--- src/rtl/uart_controller.sv ---
// Memory-mapped UART: DATA/STATUS registers, 8N1 transmitter and receiver.
// TX and RX run independently; bus side effects only on mem_valid && mem_ready.
module uart_controller #(
  parameter int CLK_HZ = 25000000,
  parameter int BAUD   = 115200
) (
  input  logic        clk,
  input  logic        reset,
  input  logic        mem_valid,
  output logic        mem_ready,
  input  logic [31:0] mem_addr,
  input  logic [31:0] mem_wdata,
  input  logic [3:0]  mem_wstrb,
  output logic [31:0] mem_rdata,
  output logic        uart_tx,
  input  logic        uart_rx
);

  localparam int DIV = CLK_HZ / BAUD;
  localparam int CW  = $clog2(DIV + 1);
  localparam logic [CW-1:0] RELOAD = CW'(DIV - 1);
  localparam logic [CW-1:0] HALF   = CW'(DIV / 2 - 1);
  localparam logic [CW-1:0] ONE    = CW'(1);
  localparam logic [CW-1:0] ZERO   = '0;

  typedef enum logic [1:0] {S_IDLE, S_START, S_DATA, S_STOP} state_e;

  state_e        tx_state_q, tx_state_d;
  logic [CW-1:0] tx_cnt_q, tx_cnt_d;
  logic [7:0]    tx_shift_q, tx_shift_d;
  logic [2:0]    tx_bit_q, tx_bit_d;

  state_e        rx_state_q, rx_state_d;
  logic [CW-1:0] rx_cnt_q, rx_cnt_d;
  logic [7:0]    rx_shift_q, rx_shift_d;
  logic [2:0]    rx_bit_q, rx_bit_d;
  logic          rx_s1_q, rx_s2_q;

  logic [7:0]    rx_byte_q, rx_byte_d;
  logic          rx_valid_q, rx_valid_d;
  logic          overrun_q, overrun_d;
  logic          frame_err_q, frame_err_d;

  logic          is_write, sel_status, data_wr, tx_busy, hs;
  logic          data_wr_hs, data_rd_hs, stat_wr_hs;
  logic          rx_done, rx_ferr;
  logic          unused_bits;

  assign unused_bits = ^{mem_addr[31:3], mem_addr[1:0], mem_wdata[31:8]};

  assign is_write   = |mem_wstrb;
  assign sel_status = mem_addr[2];
  assign data_wr    = is_write && !sel_status;
  assign tx_busy    = (tx_state_q != S_IDLE);
  // Reset forces the idle view so the bus never stalls while reset is held.
  assign mem_ready  = !(data_wr && tx_busy && !reset);
  assign hs         = mem_valid && mem_ready && !reset;
  assign data_wr_hs = hs && data_wr;
  assign data_rd_hs = hs && !is_write && !sel_status;
  assign stat_wr_hs = hs && is_write && sel_status;

  assign mem_rdata = sel_status ? {28'b0, frame_err_q, overrun_q, rx_valid_q, tx_busy}
                                : {24'b0, rx_byte_q};

  always_comb begin
    tx_state_d = tx_state_q;
    tx_cnt_d   = tx_cnt_q;
    tx_shift_d = tx_shift_q;
    tx_bit_d   = tx_bit_q;
    unique case (tx_state_q)
      S_IDLE: begin
        if (data_wr_hs) begin
          tx_state_d = S_START;
          tx_cnt_d   = RELOAD;
          tx_shift_d = mem_wdata[7:0];
          tx_bit_d   = 3'd0;
        end
      end
      S_START: begin
        if (tx_cnt_q == ZERO) begin
          tx_state_d = S_DATA;
          tx_cnt_d   = RELOAD;
        end else begin
          tx_cnt_d = tx_cnt_q - ONE;
        end
      end
      S_DATA: begin
        if (tx_cnt_q == ZERO) begin
          tx_cnt_d   = RELOAD;
          tx_shift_d = {1'b0, tx_shift_q[7:1]};
          tx_bit_d   = tx_bit_q + 3'd1;
          if (tx_bit_q == 3'd7) tx_state_d = S_STOP;
        end else begin
          tx_cnt_d = tx_cnt_q - ONE;
        end
      end
      S_STOP: begin
        if (tx_cnt_q == ZERO) tx_state_d = S_IDLE;
        else tx_cnt_d = tx_cnt_q - ONE;
      end
      default: tx_state_d = S_IDLE;
    endcase
  end

  assign uart_tx = (tx_state_q == S_START) ? 1'b0 :
                   (tx_state_q == S_DATA)  ? tx_shift_q[0] : 1'b1;

  always_comb begin
    rx_state_d = rx_state_q;
    rx_cnt_d   = rx_cnt_q;
    rx_shift_d = rx_shift_q;
    rx_bit_d   = rx_bit_q;
    rx_done    = 1'b0;
    rx_ferr    = 1'b0;
    unique case (rx_state_q)
      S_IDLE: begin
        if (!rx_s2_q) begin
          rx_state_d = S_START;
          rx_cnt_d   = HALF;
        end
      end
      S_START: begin
        // Mid start bit: a line already back high was only a glitch.
        if (rx_cnt_q == ZERO) begin
          rx_state_d = rx_s2_q ? S_IDLE : S_DATA;
          rx_cnt_d   = RELOAD;
          rx_bit_d   = 3'd0;
        end else begin
          rx_cnt_d = rx_cnt_q - ONE;
        end
      end
      S_DATA: begin
        if (rx_cnt_q == ZERO) begin
          rx_shift_d = {rx_s2_q, rx_shift_q[7:1]};
          rx_cnt_d   = RELOAD;
          rx_bit_d   = rx_bit_q + 3'd1;
          if (rx_bit_q == 3'd7) rx_state_d = S_STOP;
        end else begin
          rx_cnt_d = rx_cnt_q - ONE;
        end
      end
      S_STOP: begin
        if (rx_cnt_q == ZERO) begin
          rx_done    = rx_s2_q;
          rx_ferr    = !rx_s2_q;
          rx_state_d = S_IDLE;
        end else begin
          rx_cnt_d = rx_cnt_q - ONE;
        end
      end
      default: rx_state_d = S_IDLE;
    endcase
  end

  // Setting a flag takes priority over a same-cycle clear.
  always_comb begin
    rx_byte_d   = rx_done ? rx_shift_q : rx_byte_q;
    rx_valid_d  = rx_done ? 1'b1 : (data_rd_hs ? 1'b0 : rx_valid_q);
    overrun_d   = (rx_done && rx_valid_q && !data_rd_hs) ? 1'b1 :
                  (stat_wr_hs && mem_wdata[2]) ? 1'b0 : overrun_q;
    frame_err_d = rx_ferr ? 1'b1 :
                  (stat_wr_hs && mem_wdata[3]) ? 1'b0 : frame_err_q;
  end

  always_ff @(posedge clk) begin
    if (reset) begin
      tx_state_q  <= S_IDLE;
      tx_cnt_q    <= '0;
      tx_shift_q  <= '0;
      tx_bit_q    <= '0;
      rx_state_q  <= S_IDLE;
      rx_cnt_q    <= '0;
      rx_shift_q  <= '0;
      rx_bit_q    <= '0;
      rx_s1_q     <= 1'b1;
      rx_s2_q     <= 1'b1;
      rx_byte_q   <= '0;
      rx_valid_q  <= 1'b0;
      overrun_q   <= 1'b0;
      frame_err_q <= 1'b0;
    end else begin
      tx_state_q  <= tx_state_d;
      tx_cnt_q    <= tx_cnt_d;
      tx_shift_q  <= tx_shift_d;
      tx_bit_q    <= tx_bit_d;
      rx_state_q  <= rx_state_d;
      rx_cnt_q    <= rx_cnt_d;
      rx_shift_q  <= rx_shift_d;
      rx_bit_q    <= rx_bit_d;
      rx_s1_q     <= uart_rx;
      rx_s2_q     <= rx_s1_q;
      rx_byte_q   <= rx_byte_d;
      rx_valid_q  <= rx_valid_d;
      overrun_q   <= overrun_d;
      frame_err_q <= frame_err_d;
    end
  end

endmodule

--- config.mk ---
export PLATFORM = sky130hd
export DESIGN_NAME = uart_controller
export DESIGN_NICKNAME = d
export VERILOG_FILES = /design/src/rtl/uart_controller.sv
export SDC_FILE = /design/constraint.sdc
export NUM_CORES = 1
export LEC_CHECK = 0
export CORE_AREA = 5 5 92 94
export CTS_BUF_LIST = sky130_fd_sc_hd__clkbuf_8
export DETAILED_ROUTE_END_ITERATION = 12
export DIE_AREA = 0 0 97 99
export GPL_ROUTABILITY_DRIVEN = 0
export GPL_TIMING_DRIVEN = 0
export MAX_ROUTING_LAYER = met4
export PLACE_DENSITY = 0.78
export SYNTH_ARGS = -nofsm -noshare
export SYNTH_HDL_FRONTEND = slang
export SYNTH_SLANG_ARGS = --single-unit
--- constraint.sdc ---
create_clock -name clk -period 2 [get_ports clk]
set_clock_uncertainty 0.15 [all_clocks]
set_input_delay 0.6 -clock clk [delete_from_list [all_inputs] [get_ports clk]]
set_output_delay 0.6 -clock clk [all_outputs]
set_load 0.03 [all_outputs]
==> qor.yml, run 1 <==
run_status:
  status: "finished, violations left"
  violations: "setup timing"
final_layout:
  layout_common_cells: "50 x buf_4, 48 x dfxtp_1, 35 x nor2_1"
  final_common_cell: "buf_4"
  nets: 535
  drive_above_1_share_pct: 34.2
  area_delta_synth_final_pct: 35.9
  diodes: 0
  finalInstanceArea_mm2: 0.00431
  fin_util_pct: 56.9
yosys:
  ys_async_sr_fraction_pct: 0
  yosysSeqAreaShare_pct: 34.8
  syn_avg_cell_area_um2: 8.82
  syn_inst: 359
  ys.flop_type: "dfxtp_1"
  syn-cell-area_mm2: 0.00317
  synth-edff-count: 0
  yosysWarningCount: 0
  synth_cell_types: 57
  synth_seq_cells: 55
setup_path:
  timing.rr.end: "tx_bit_q[0]"
  worstPathRequired_ps: 1250
  cp_max_fo: 2
  timing.rr.start: "tx_state_q[1]"
  cpPeakStageDelay_ps: 480
  crit_chain: "inv_2, ha_4, or4_4, buf_6"
  cp_top_family: "simple AND/OR/NAND/NOR gates"
  end_kind: "output pin"
  crit_slowest_cell: "or4_4"
  startpoint_type: "register"
  cp_num_buf_inv: 2
  path_class: "reg2out"
  arrival_ps: 1540
  rr_worst_depth: 9
  rrSetupSlack_ps: -120
sta:
  slew-limit-headroom_pct: 47.5
  setup_viol: 15
  rsz0062_at_grt: "yes"
  worst_pin_slew_ps: 787
  hold_viol: 0
  slew_viol_final: 0
  fmax_mhz: 436
  fin_crit_ps: 2290
  setup_ws_ps: -294
  finalCritPeriodShare_pct: 115
detailed_routing:
  num_vias: 3099
  drt-vias-per-instance: 5.64
  wl_per_cell_um: 17.5
  finalWirelength_um: 9580
  ant_nets: 0
  drt_first_pass_iters: 5
  drcViolationCount: 0
  drtIter0Drc: 243
floorplan:
  die_x_um: 97
  core_area_mm2: 0.00757
  ios: 106
  die_h_um: 99
  row_count: 32
  start_util_pct: 41.9
  fp.dieArea_mm2: 0.00960
hold_path:
  hold_depth: 1
  min_to: "rx_s2_q"
  min_from: "rx_s1_q"
  hold_path_class: "reg2reg"
placement:
  place_area_mm2: 0.00365
  hpwl_um: 5060
  io_buffers: 26
  dpl_worst_slack_ps: -1230
grt:
  grt_use_met3_pct: 2.76
  grt_pass1_vias: 2902
  grt_antenna_before_repair: 0
  grt_pass1_wl_um: 13100
  grt_util_met2_pct: 28.2
  gr-usage-met1_pct: 18.8
  grt_util_all_layers_pct: 16.4
  grt_max_degree: 19
  busiest_layer: "met2"
  grt_overflow_total: 0
clock_tree:
  cts_tree: "yes"
  clkSinkCount: 55
  insertion_delay_ps: 320
  cts-buffers-inserted: 5
  htreeDepth: 2
  path_clk_slew_ps: 120
  clock_path_buffers: 2
  clockRootBuffer: "clkbuf_8"
power_and_ir_drop:
  p_int_w: 0.00291
  p_switching_w: 0.00214
  ir_worst_vdd_mv: 0.575
  sw_frac_of_total_pct: 42.3
  p_per_area_mw_per_mm2: 1170
  pwr-share-clk_pct: 15.7
  p_seq_share_pct: 28.6
  leakage_nw: 1.77
  comb_power_share_pct: 55.7
run:
  maxCapViolations: 0
state kept, by name, summed over array words and instances, names as in the netlist, 2 cells and up, named ones only:
name and flops:
tx_state_q 2, rx_bit_q 3, tx_cnt_q 8, tx_shift_q 8
rx_cnt_q 8, tx_bit_q 3, rx_byte_q 8, rx_shift_q 8
how the worst max path moves through the flow:
stage / slack (ps) / from / endpoint / depth (start not counted)
after global placement: -1230 / reset / mem_ready / 4
after detailed placement: -1230 / reset / mem_ready / 4
after global routing: -310 / tx_state_q[1] / mem_ready / 4
final: -290 / tx_state_q[1] / mem_ready / 4
after CTS: -250 / reset / mem_ready / 4
after floorplan: -90 / tx_state_q[0] / mem_ready / 4
cell usage after synthesis, types with 4 or more instances:
master / n / share of area, %
a21oi_1: 28 / 4.4
buf_2: 5 / 0.79
buf_4: 25 / 5.9
clkbuf_1: 9 / 1.1
dfxtp_1: 55 / 35
ha_1: 17 / 6.7
inv_1: 16 / 1.9
mux2i_1: 26 / 8.2
nand2_1: 9 / 1.1
nand3_1: 4 / 0.63
nand4_1: 8 / 1.6
nor2_1: 35 / 4.1
nor2b_1: 7 / 1.4
nor3_1: 7 / 1.1
nor4_1: 4 / 0.79
o211ai_1: 4 / 0.95
o21ai_0: 16 / 2.5
o21ai_1: 8 / 1.3
o32ai_1: 4 / 1.1
or3_1: 7 / 1.4
through the flow:
step                std cells  hold slack (ps)  total power (W)  setup TNS [ps]
finish                    549              333          0.00505           -1360
global route              549              332          0.00531           -1880
CTS                       538              287          0.00454            -629
detailed placement        510              251          0.00337          -32070
global placement          510              249          0.00332          -30590
floorplan                 382              239          0.00294           -97.3
power groups by stage:
| stage | Clock (W) | Sequential (W) | Combinational, W |
|---|---|---|---|
| floorplan | 0 | 0.00139 | 0.00155 |
| global placement | 0 | 0.00142 | 0.00190 |
| detailed placement | 0 | 0.00144 | 0.00194 |
| CTS | 0.000772 | 0.00141 | 0.00235 |
| global route | 0.000830 | 0.00146 | 0.00302 |
| finish | 0.000791 | 0.00144 | 0.00282 |
timing repair:
item	CTS	global route
gates cloned	2	3
setup buffers	19	9
endpoints found under the setup margin	59	52
hold buffers	0	0
gates resized for setup	117	60
pin swaps	7	16
kinds of logic (layout without fill, tap and decap cells):
kind of cell,count (synthesis),after routing,share of synthesized area [%]
AND/OR/NAND/NOR,109,109,19.9
multiplexers,29,29,9.28
AO/OA/AOI/OAI,87,88,18.0
flip-flops,55,55,34.8
XOR/XNOR,4,4,1.11
buffers and inverters,57,121,10.1
adder cells (fa/ha/maj),17,17,6.71
other,1,24,0.118
final cells by class:
type | count | area [µm²]
Inverter | 16 | 66.3
Timing Repair Buffer | 58 | 502
Tap cell | 102 | 128
Multi-Input combinational cell | 271 | 2080
Clock buffer | 5 | 68.8
Fill cell | 608 | 3260
Sequential cell | 55 | 1110
Buffer | 39 | 303
Clock inverter | 3 | 47.5
layer usage:
layer | vias up | share of wire (%)
met5 | - | 0
met4 | 0 | 3.3
met3 | 39 | 6.8
met2 | 163 | 51
met1 | 1475 | 39
li1 | 1422 | -
Note: power is estimated with default switching activity, not from simulation.
==> inputs of run 2 (changes only) <==
--- a/config.mk
+++ b/config.mk
@@ -5,8 +5,10 @@
 export SDC_FILE = /design/constraint.sdc
 export NUM_CORES = 1
 export LEC_CHECK = 0
+export CAP_MARGIN = 15
 export CORE_AREA = 5 5 92 94
 export CTS_BUF_LIST = sky130_fd_sc_hd__clkbuf_8
+export CTS_CLUSTER_SIZE = 10
 export DETAILED_ROUTE_END_ITERATION = 12
 export DIE_AREA = 0 0 97 99
 export GPL_ROUTABILITY_DRIVEN = 0
==> results of run 2 <==
Final layout, timing and power as in run 1 (identical DEF).
